File: config.mk
export PLATFORM = sky130hd
export DESIGN_NAME = fifo_block_assembler_flat
export DESIGN_NICKNAME = d
export VERILOG_FILES = /design/src/rtl/fifo_block_assembler_pkg.sv /design/src/rtl/fifo_block_assembler_if.sv /design/src/rtl/fifo_block_assembler.sv /design/src/flat_wrapper.sv
export SDC_FILE = /design/constraint.sdc
export NUM_CORES = 1
export LEC_CHECK = 0
export ABC_AREA = 1
export CAP_MARGIN = 20
export CORE_UTILIZATION = 45
export DETAILED_ROUTE_END_ITERATION = 8
export PLACE_DENSITY = 0.75
export SETUP_SLACK_MARGIN = 0.02
export SLEW_MARGIN = 0
export SYNTH_ARGS = -nofsm -noshare
export SYNTH_HDL_FRONTEND = slang
export SYNTH_SLANG_ARGS = --single-unit
File: constraint.sdc
create_clock -name clk -period 3.4 [get_ports clk]
set_input_delay 0.34 -clock clk [delete_from_list [all_inputs] [get_ports clk]]
set_output_delay 0.34 -clock clk [all_outputs]
set_load 0.02 [all_outputs]
File: src/rtl/fifo_block_assembler_pkg.sv
// rtl/fifo_block_assembler_pkg.sv - shared widths and FSM encoding for the block assembler
//
// Purpose : default FIFO word / operand widths and the two-state FSM encoding
//           shared by the assembler interface and the assembler itself.
// Ports   : none (package).
package fifo_block_assembler_pkg;

   // Defaults: 16-bit operand FIFO feeding a 256-bit modexp operand.
   localparam int ASM_DATA_WIDTH  = 16;
   localparam int ASM_BLOCK_WIDTH = 256;

   // FILL: popping/capturing words. HOLD: block presented, waiting for the core.
   typedef enum logic {
      FILL = 1'b0,
      HOLD = 1'b1
   } asm_state_e;

   // Number of FIFO words making up one operand.
   function automatic int asm_words(input int data_width, input int block_width);
      return block_width / data_width;
   endfunction

endpackage

File: src/rtl/fifo_block_assembler_if.sv
// rtl/fifo_block_assembler_if.sv - FIFO read side and block handshake bundle
//
// Purpose : groups the FIFO read port and the block valid/ready port used by
//           the assembler.
// Ports   : fifo_empty (FIFO -> asm), fifo_rd_en (asm -> FIFO),
//           fifo_data (FIFO -> asm, one cycle after an accepted read),
//           blk_valid / blk_data (asm -> core), blk_ready (core -> asm).
// Modports: master = assembler side, slave = FIFO/core environment side.
interface fifo_block_assembler_if
   import fifo_block_assembler_pkg::*;
#(
   parameter int DATA_WIDTH  = ASM_DATA_WIDTH,
   parameter int BLOCK_WIDTH = ASM_BLOCK_WIDTH
) ();

   logic                   fifo_empty;
   logic                   fifo_rd_en;
   logic [DATA_WIDTH-1:0]  fifo_data;
   logic                   blk_valid;
   logic                   blk_ready;
   logic [BLOCK_WIDTH-1:0] blk_data;

   modport master (
      input  fifo_empty,
      output fifo_rd_en,
      input  fifo_data,
      output blk_valid,
      input  blk_ready,
      output blk_data
   );

   modport slave (
      output fifo_empty,
      input  fifo_rd_en,
      output fifo_data,
      input  blk_valid,
      output blk_ready,
      input  blk_data
   );

endinterface

File: src/rtl/fifo_block_assembler.sv
// rtl/fifo_block_assembler.sv - packs FIFO words into one wide operand for the modexp core
//
// Purpose : pops DATA_WIDTH-bit words from the operand FIFO, packs WORDS of
//           them into a BLOCK_WIDTH-bit operand and offers it over valid/ready.
//           The FIFO has one cycle of read latency, so a read is tracked as
//           "issued" when requested and "captured" one cycle later.
// Ports   : clk   - system clock, rising edge
//           rst_n - asynchronous active-low reset
//           flush - synchronous abort of the partial block, active high
//           bus   - fifo_block_assembler_if.master (FIFO read port + block handshake)
// Options : ASM_MSW_FIRST_EN - when defined, the first captured word lands in the
//           most significant slot and later words fill downward; otherwise the
//           first word lands in the least significant slot.
module fifo_block_assembler
   import fifo_block_assembler_pkg::*;
#(
   parameter int DATA_WIDTH  = ASM_DATA_WIDTH,
   parameter int BLOCK_WIDTH = ASM_BLOCK_WIDTH
) (
   input  logic                          clk,
   input  logic                          rst_n,
   input  logic                          flush,
   fifo_block_assembler_if.master        bus
);

   localparam int WORDS = asm_words(DATA_WIDTH, BLOCK_WIDTH);
   localparam int CNT_W = $clog2(WORDS) + 1;

   localparam logic [CNT_W-1:0] WORDS_C = CNT_W'(WORDS);
   localparam logic [CNT_W-1:0] ONE_C   = CNT_W'(1);

   asm_state_e             state_q,      state_d;
   logic [CNT_W-1:0]       issued_cnt_q, issued_cnt_d;
   logic [CNT_W-1:0]       cap_cnt_q,    cap_cnt_d;
   logic                   rd_pending_q, rd_pending_d;
   logic [BLOCK_WIDTH-1:0] blk_data_q,   blk_data_d;

   logic                   rd_en;
   logic                   xfer;
   logic [CNT_W-1:0]       slot;

   // Reads are only requested while filling and while the block still needs
   // words; issued_cnt saturating at WORDS is what prevents over-reading the
   // FIFO into the next block before this one is handed over. rst_n gates the
   // request so the FIFO sees no pop while reset is held.
   assign rd_en = rst_n & (state_q == FILL) & ~bus.fifo_empty &
                  (issued_cnt_q < WORDS_C) & ~flush;

   assign xfer = (state_q == HOLD) & bus.blk_ready;

   // Destination slot of the word being captured this cycle.
`ifdef ASM_MSW_FIRST_EN
   assign slot = WORDS_C - ONE_C - cap_cnt_q;
`else
   assign slot = cap_cnt_q;
`endif

   always_comb begin
      state_d      = state_q;
      issued_cnt_d = issued_cnt_q;
      cap_cnt_d    = cap_cnt_q;
      rd_pending_d = 1'b0;
      blk_data_d   = blk_data_q;

      if (flush) begin
         // Abort: any word still in flight from the FIFO is dropped because
         // rd_pending_d stays 0 and nothing is written this cycle.
         state_d      = FILL;
         issued_cnt_d = '0;
         cap_cnt_d    = '0;
      end else begin
         case (state_q)
            FILL: begin
               if (rd_en) begin
                  issued_cnt_d = issued_cnt_q + ONE_C;
                  rd_pending_d = 1'b1;
               end
               if (rd_pending_q) begin
                  for (int i = 0; i < WORDS; i++) begin
                     if (slot == CNT_W'(i)) begin
                        blk_data_d[i*DATA_WIDTH +: DATA_WIDTH] = bus.fifo_data;
                     end
                  end
                  cap_cnt_d = cap_cnt_q + ONE_C;
                  if (cap_cnt_d == WORDS_C) begin
                     state_d = HOLD;
                  end
               end
            end
            HOLD: begin
               if (xfer) begin
                  state_d      = FILL;
                  issued_cnt_d = '0;
                  cap_cnt_d    = '0;
               end
            end
            default: begin
               state_d = FILL;
            end
         endcase
      end
   end

   always_ff @(posedge clk or negedge rst_n) begin
      if (!rst_n) begin
         state_q      <= FILL;
         issued_cnt_q <= '0;
         cap_cnt_q    <= '0;
         rd_pending_q <= 1'b0;
         blk_data_q   <= '0;
      end else begin
         state_q      <= state_d;
         issued_cnt_q <= issued_cnt_d;
         cap_cnt_q    <= cap_cnt_d;
         rd_pending_q <= rd_pending_d;
         blk_data_q   <= blk_data_d;
      end
   end

   // blk_valid comes straight from the state register, never from blk_ready.
   assign bus.fifo_rd_en = rd_en;
   assign bus.blk_valid  = (state_q == HOLD);
   assign bus.blk_data   = blk_data_q;

endmodule

File: src/flat_wrapper.sv
// flat-port wrapper written by rule: the top's interface ports become plain ports
module fifo_block_assembler_flat import fifo_block_assembler_pkg::*;
#(
   parameter int DATA_WIDTH  = ASM_DATA_WIDTH,
   parameter int BLOCK_WIDTH = ASM_BLOCK_WIDTH
)
  (clk, rst_n, flush, bus_fifo_empty, bus_fifo_rd_en, bus_fifo_data, bus_blk_valid, bus_blk_ready, bus_blk_data);
  fifo_block_assembler_if #(.DATA_WIDTH(DATA_WIDTH), .BLOCK_WIDTH(BLOCK_WIDTH)) bus_i ();
  input  logic clk;
  input  logic rst_n;
  input  logic flush;
  input wire logic [$bits(bus_i.fifo_empty)-1:0] bus_fifo_empty;
  output wire logic [$bits(bus_i.fifo_rd_en)-1:0] bus_fifo_rd_en;
  input wire logic [$bits(bus_i.fifo_data)-1:0] bus_fifo_data;
  output wire logic [$bits(bus_i.blk_valid)-1:0] bus_blk_valid;
  input wire logic [$bits(bus_i.blk_ready)-1:0] bus_blk_ready;
  output wire logic [$bits(bus_i.blk_data)-1:0] bus_blk_data;
  assign bus_i.fifo_empty = bus_fifo_empty;
  assign bus_fifo_rd_en = bus_i.fifo_rd_en;
  assign bus_i.fifo_data = bus_fifo_data;
  assign bus_blk_valid = bus_i.blk_valid;
  assign bus_i.blk_ready = bus_blk_ready;
  assign bus_blk_data = bus_i.blk_data;
  fifo_block_assembler #(.DATA_WIDTH(DATA_WIDTH), .BLOCK_WIDTH(BLOCK_WIDTH)) u_core (.clk(clk), .rst_n(rst_n), .flush(flush), .bus(bus_i));
endmodule
# Word-level counts from Yosys, hierarchy flattened
# Index checks and enable logic that the tools add are counted.
# Widths: inputs -> output; s select.
dict set report totals {
  reg_bits 268
  in_bits 21
  output_inout_bits 258
  elab_cells 84
}
dict set report op_classes {
  add_sub_neg 2
  n_lt_le_gt_ge 1
  eq_ne 19
  muxes 15
  bitwise_logic 8
  n_reduce_logical 19
}
# operator count
set ops {}
lappend ops {{$reduce_and 4->1} 16}
lappend ops {{$eq 5x4->1 const B} 8}
lappend ops {{$mux 5} 5}
lappend ops {{$eq 5x3->1 const B} 4}
lappend ops {{$pmux 5 s2} 2}
lappend ops {{$add 5x1->5 const B} 2}
lappend ops {{$eq 5x2->1 const B} 2}
lappend ops {{$mux 1} 7}
lappend ops {{$ne 3x3->1 const B} 2}
lappend ops {{$and 1x1->1} 5}
lappend ops {{$eq 5x1->1 const B} 1}
lappend ops {{$eq 5x5->1 const B} 1}
lappend ops {{$logic_not 5->1} 1}
lappend ops {{$lt 5x5->1 const B} 1}
lappend ops {{$reduce_and 2->1} 2}
lappend ops {{$ne 3x2->1 const B} 1}
lappend ops {{$not 1->1} 3}
lappend ops {{$pmux 1 s2} 1}

# Longest topological paths before layout
dict set report logic_depth {
  word_depth 8
  ltp_mapped 8
  depth_no_buf 8
}

# Least setup slack after synthesis
# No wires, ideal clock.
dict set report synth_timing {
  path_type {reg-to-reg}
  start {reg u_core.state_q, in the netlist u_core.bus.blk_valid}
  end {reg u_core.blk_data_q[48], in the netlist u_core.bus.blk_data[48]}
  setup_ps 121
  arrival_ps 1403
  required_time_ps 3279
  path_slack_ps 1875
  path_stages_with_launch 9
  n_path_buf 2
  synth_period_minus_slack_ps 1525
  path_cell_list {dfrtp_1 nor2_4 inv_2 nor2_4 nand2_4 buf_6 buf_6 o21ai_1 nand2_1}
}
dict set report synth_via {
  elab_chain_cells 2
}
# item line
set synth_lines {}
lappend synth_lines {{start: declaration} fifo_block_assembler.sv:32} ;# asm_state_e state_q, state_d;
lappend synth_lines {{start signal: assignment} fifo_block_assembler.sv:112} ;# state_q <= state_d;
lappend synth_lines {{$not 1->1 (no source line)} n/a}
lappend synth_lines {{$reduce_and 4->1 (no source line)} n/a}
lappend synth_lines {{end signal: assignment} fifo_block_assembler.sv:116} ;# blk_data_q <= blk_data_d;
lappend synth_lines {{end: declaration} fifo_block_assembler.sv:36} ;# logic [BLOCK_WIDTH-1:0] blk_data_q, blk_data_d;
# Every way passes these cells.
# A chain may end at the register's enable or synchronous reset.

# Worst setup path after layout
dict set report layout_timing {
  start {in rst_n}
  end {out bus_fifo_rd_en}
}
dict set report layout_via {
  elab_chain_cells 4
}
# item line
set layout_lines {}
lappend layout_lines {{start: declaration} flat_wrapper.sv:10} ;# input logic rst_n;
lappend layout_lines {{$and 1x1->1 (3 in series)} fifo_block_assembler.sv:46} ;# assign rd_en = rst_n & (state_q == FILL) & ~bus.fifo_empty &
lappend layout_lines {{$and 1x1->1} fifo_block_assembler.sv:47} ;# (issued_cnt_q < WORDS_C) & ~flush;
lappend layout_lines {{end: declaration} flat_wrapper.sv:13} ;# output wire logic [$bits(bus_i.fifo_rd_en)-1:0] bus_fifo_rd_en;
# Every way passes these cells.

==> out/metrics.csv <==
metric,value,unit
status,completed,
io_buffers,278,
period_minus_slack,2.435,ns
crit_path_end_kind,output port,
finalMaxSlewViolations,0,
synth-compound-area-share,0.1323,
synthAdderAreaFrac,0.008505,
antenna_found_initial,0,
syn_nets,1048,
clk_latency,0.53,ns
synth-edff-count,0,
finClkSkew,0.01449,ns
dieArea,0.02349,sq mm
slowest_stage,clkdlybuf4s50_1,
synth_top_area_cell,dfrtp_1,
cts_setup_buffers,0,
first_iter_violations,533,
cp-start-kind,input port,
routed_wl,29.27,mm
final_common_cell,clkdlybuf4s50_1,
vias,8101,
hold_viol_final,0,
r2r-end,u_core.bus.blk_data[248],
first_global_vias,7753,
final_cell_mix,"277 x clkdlybuf4s50_1, 268 x nand2_1, 268 x dfrtp_1, 104 x o21ai_1, 84 x o21ai_0",
grt_overflow,0,
clock-sinks,268,
diodes,0,
syn_area_per_cell,10.10,sq um
synth_top_area_share,0.6513,
worstPathMaxFanout,40,
async_reset_ff_frac,1.000,
rows,54,
grt_max_degree,157,
fillers,1781,
setup_viol,0,
synth_xor_area_frac,0.001701,
synthSimpleGateAreaFrac,0.1546,
ioPinCount,279,
tightest_slew,0.9528,ns
reg2reg_depth,6,
critPathKind,in -> out,
htree_levels,1,
path_cells,"dlygate4sd3_1, buf_8, nand4_1, inv_1, clkdlybuf4s50_1",
track_usage,0.2527,
multiInputGateArea,0.003059,sq mm
fin_ws,0.9651,ns
synth_top_family_by_area,simple AND/OR/NAND/NOR gates,
synth_mux_area_frac,0,
power_leakage,0.006455,uW
drt-wirelength-per-cell,18.74,um
relSlewSlack,0.3648,
dieHeight,153.3,um
die_w,153.3,um
worst-r2r-setup-slack,1.35,ns
peakVddDrop,0.3712,mV
clock_path_buffers,3,
rr_startpoint,u_core.cap_cnt_q[0],
gp_congestion,0.8044,
power_density,490.8,mW/mm^2
ys_seq_area_frac,0.6513,
finalNetCount,1296,
fmax,410.7,MHz
antenna_left,0,
clock-root-buffer,clkbuf_16,
crit_start,rst_n,
yosysUniqueCellTypes,26,
drt_pre_antenna_iters,6,
grt_pass1_wl,45.71,mm
final.period_utilization,0.7161,
dp_slack,0.9367,ns
cts_tree,yes,
ys.flop_type,dfrtp_1,
rsz0062_at_grt,no,
drc_errors,0,
area_delta_synth_final,35.80,%
yosysWarnings,0,
hold_ws,0.2896,ns
post_drt_via_cell_ratio,5.186,
dpl.hpwl,19.49,mm
cts_buffers,28,
path_clk_slew,0.06,ns
hp-class,in -> async,
maxCapViolations,0,
syn_area,0.01030,sq mm
required,3.06,ns
max_stage_delay,0.61,ns
drive_gt1_frac,0.06552,
synth_area_leaders,"dfrtp_1 65%, nand2_1 9.8%, o21ai_1 5.1%",
cp.arrival,2.09,ns
start_util,0.4647,
ys_ff_latch,268,
core_area,0.02216,sq mm
setup-tns-final,0,ns
cp-endpoint,bus_fifo_rd_en,
netlist_instances,1020,
ff_latch_area,0.006706,sq mm
[cell usage after synthesis (2+ instances only)]
master and instances:
or2_2 2, buf_4 5, a21oi_1 65, inv_2 3, nand4_1 4, nand3_1 8
inv_1 32, dfrtp_1 268, nand2_2 8, o21ai_2 11, nand3_2 3, o21ai_1 104
clkbuf_1 23, nor2_4 10, nand2_1 268, buf_6 13, ha_1 7, buf_2 26
nor2_1 70, o21ai_0 84
[cell families (layout without fill, tap and decap cells)]
logic type	after synthesis	after routing
buf+inv	102	364
flops	268	268
fa+ha+maj	7	7
xor+xnor	2	2
simple gates	377	377
compound gates	264	264
[registers in the layout, indices dropped and copies added, names as in the netlist]
name	flops
u_core.cap_cnt_q	5
u_core.bus.blk_data	256
u_core.bus.blk_valid	1
u_core.issued_cnt_q	5
u_core.rd_pending_q	1
[worst max-delay path: cells and delay by family]
family / cells / cell delay, ns
AND/OR/NAND/NOR: 1 / 0.16
buffers and inverters: 4 / 1.60
[metrics by stage]
| stage | power [uW] | area [sq um] | util | instances |
|---|---|---|---|---|
| 3_3_place_gp | 3944 | 13090 | 0.5908 | 1517 |
| 3_5_place_dp | 3953 | 13090 | 0.5908 | 1517 |
| 4_1_cts | 6918 | 13980 | 0.6310 | 1562 |
| 2_1_floorplan | 3602 | 10300 | - | 1020 |
| 5_1_grt | 7097 | 13980 | 0.6310 | 1562 |
| 6_report | 6863 | 13980 | 0.6310 | 1562 |
[where the power goes]
| group | internal, uW | switching (uW) | total [uW] | leakage (uW) |
|---|---|---|---|---|
| clock network | 1780 | 1200 | 2970 | 0.000431 |
| registers | 3270 | 47.8 | 3320 | 0.00371 |
| logic | 200 | 365 | 566 | 0.00231 |
| total | 5250 | 1610 | 6860 | 0.00645 |
[repair_timing]
action                                 4_1_cts  5_1_grt
resized for setup                            0        0
endpoints found under the hold margin       36        0
setup endpoints to repair                    0        0
hold buffers                                 1        0
[layout make-up]
cell class	count	share of cell area
Clock buffer	40	0.05771
Timing Repair Buffer	285	0.2042
Sequential cell	268	0.4796
Multi-Input combinational cell	650	0.2188
Clock inverter	4	0.005279
Inverter	35	0.009395
Tap cell	280	0.02505
[worst min-delay path by stage]
| stage | cells after the start | from | end | slack [ns] |
|---|---|---|---|---|
| 2_1_floorplan | 0 | rst_n | u_core.bus.blk_data[0] | 0.04 |
| 3_3_place_gp | 1 | rst_n | u_core.bus.blk_data[47] | 0.24 |
| 3_5_place_dp | 1 | rst_n | u_core.bus.blk_data[48] | 0.24 |
| 4_1_cts | 2 | rst_n | u_core.bus.blk_data[47] | 0.29 |
| 5_1_grt | 2 | rst_n | u_core.bus.blk_data[47] | 0.31 |
| 6_report | 2 | rst_n | u_core.bus.blk_data[47] | 0.29 |
[metal layers]
layer,GRT usage,up-vias,share of wire
met5,0,-,0
met4,0.07840,0,0.025
met3,0.05444,50,0.069
met2,0.4227,282,0.49
met1,0.3292,3964,0.41
li1,-,3805,-
No activity file was read; power rests on OpenSTA's default activity.
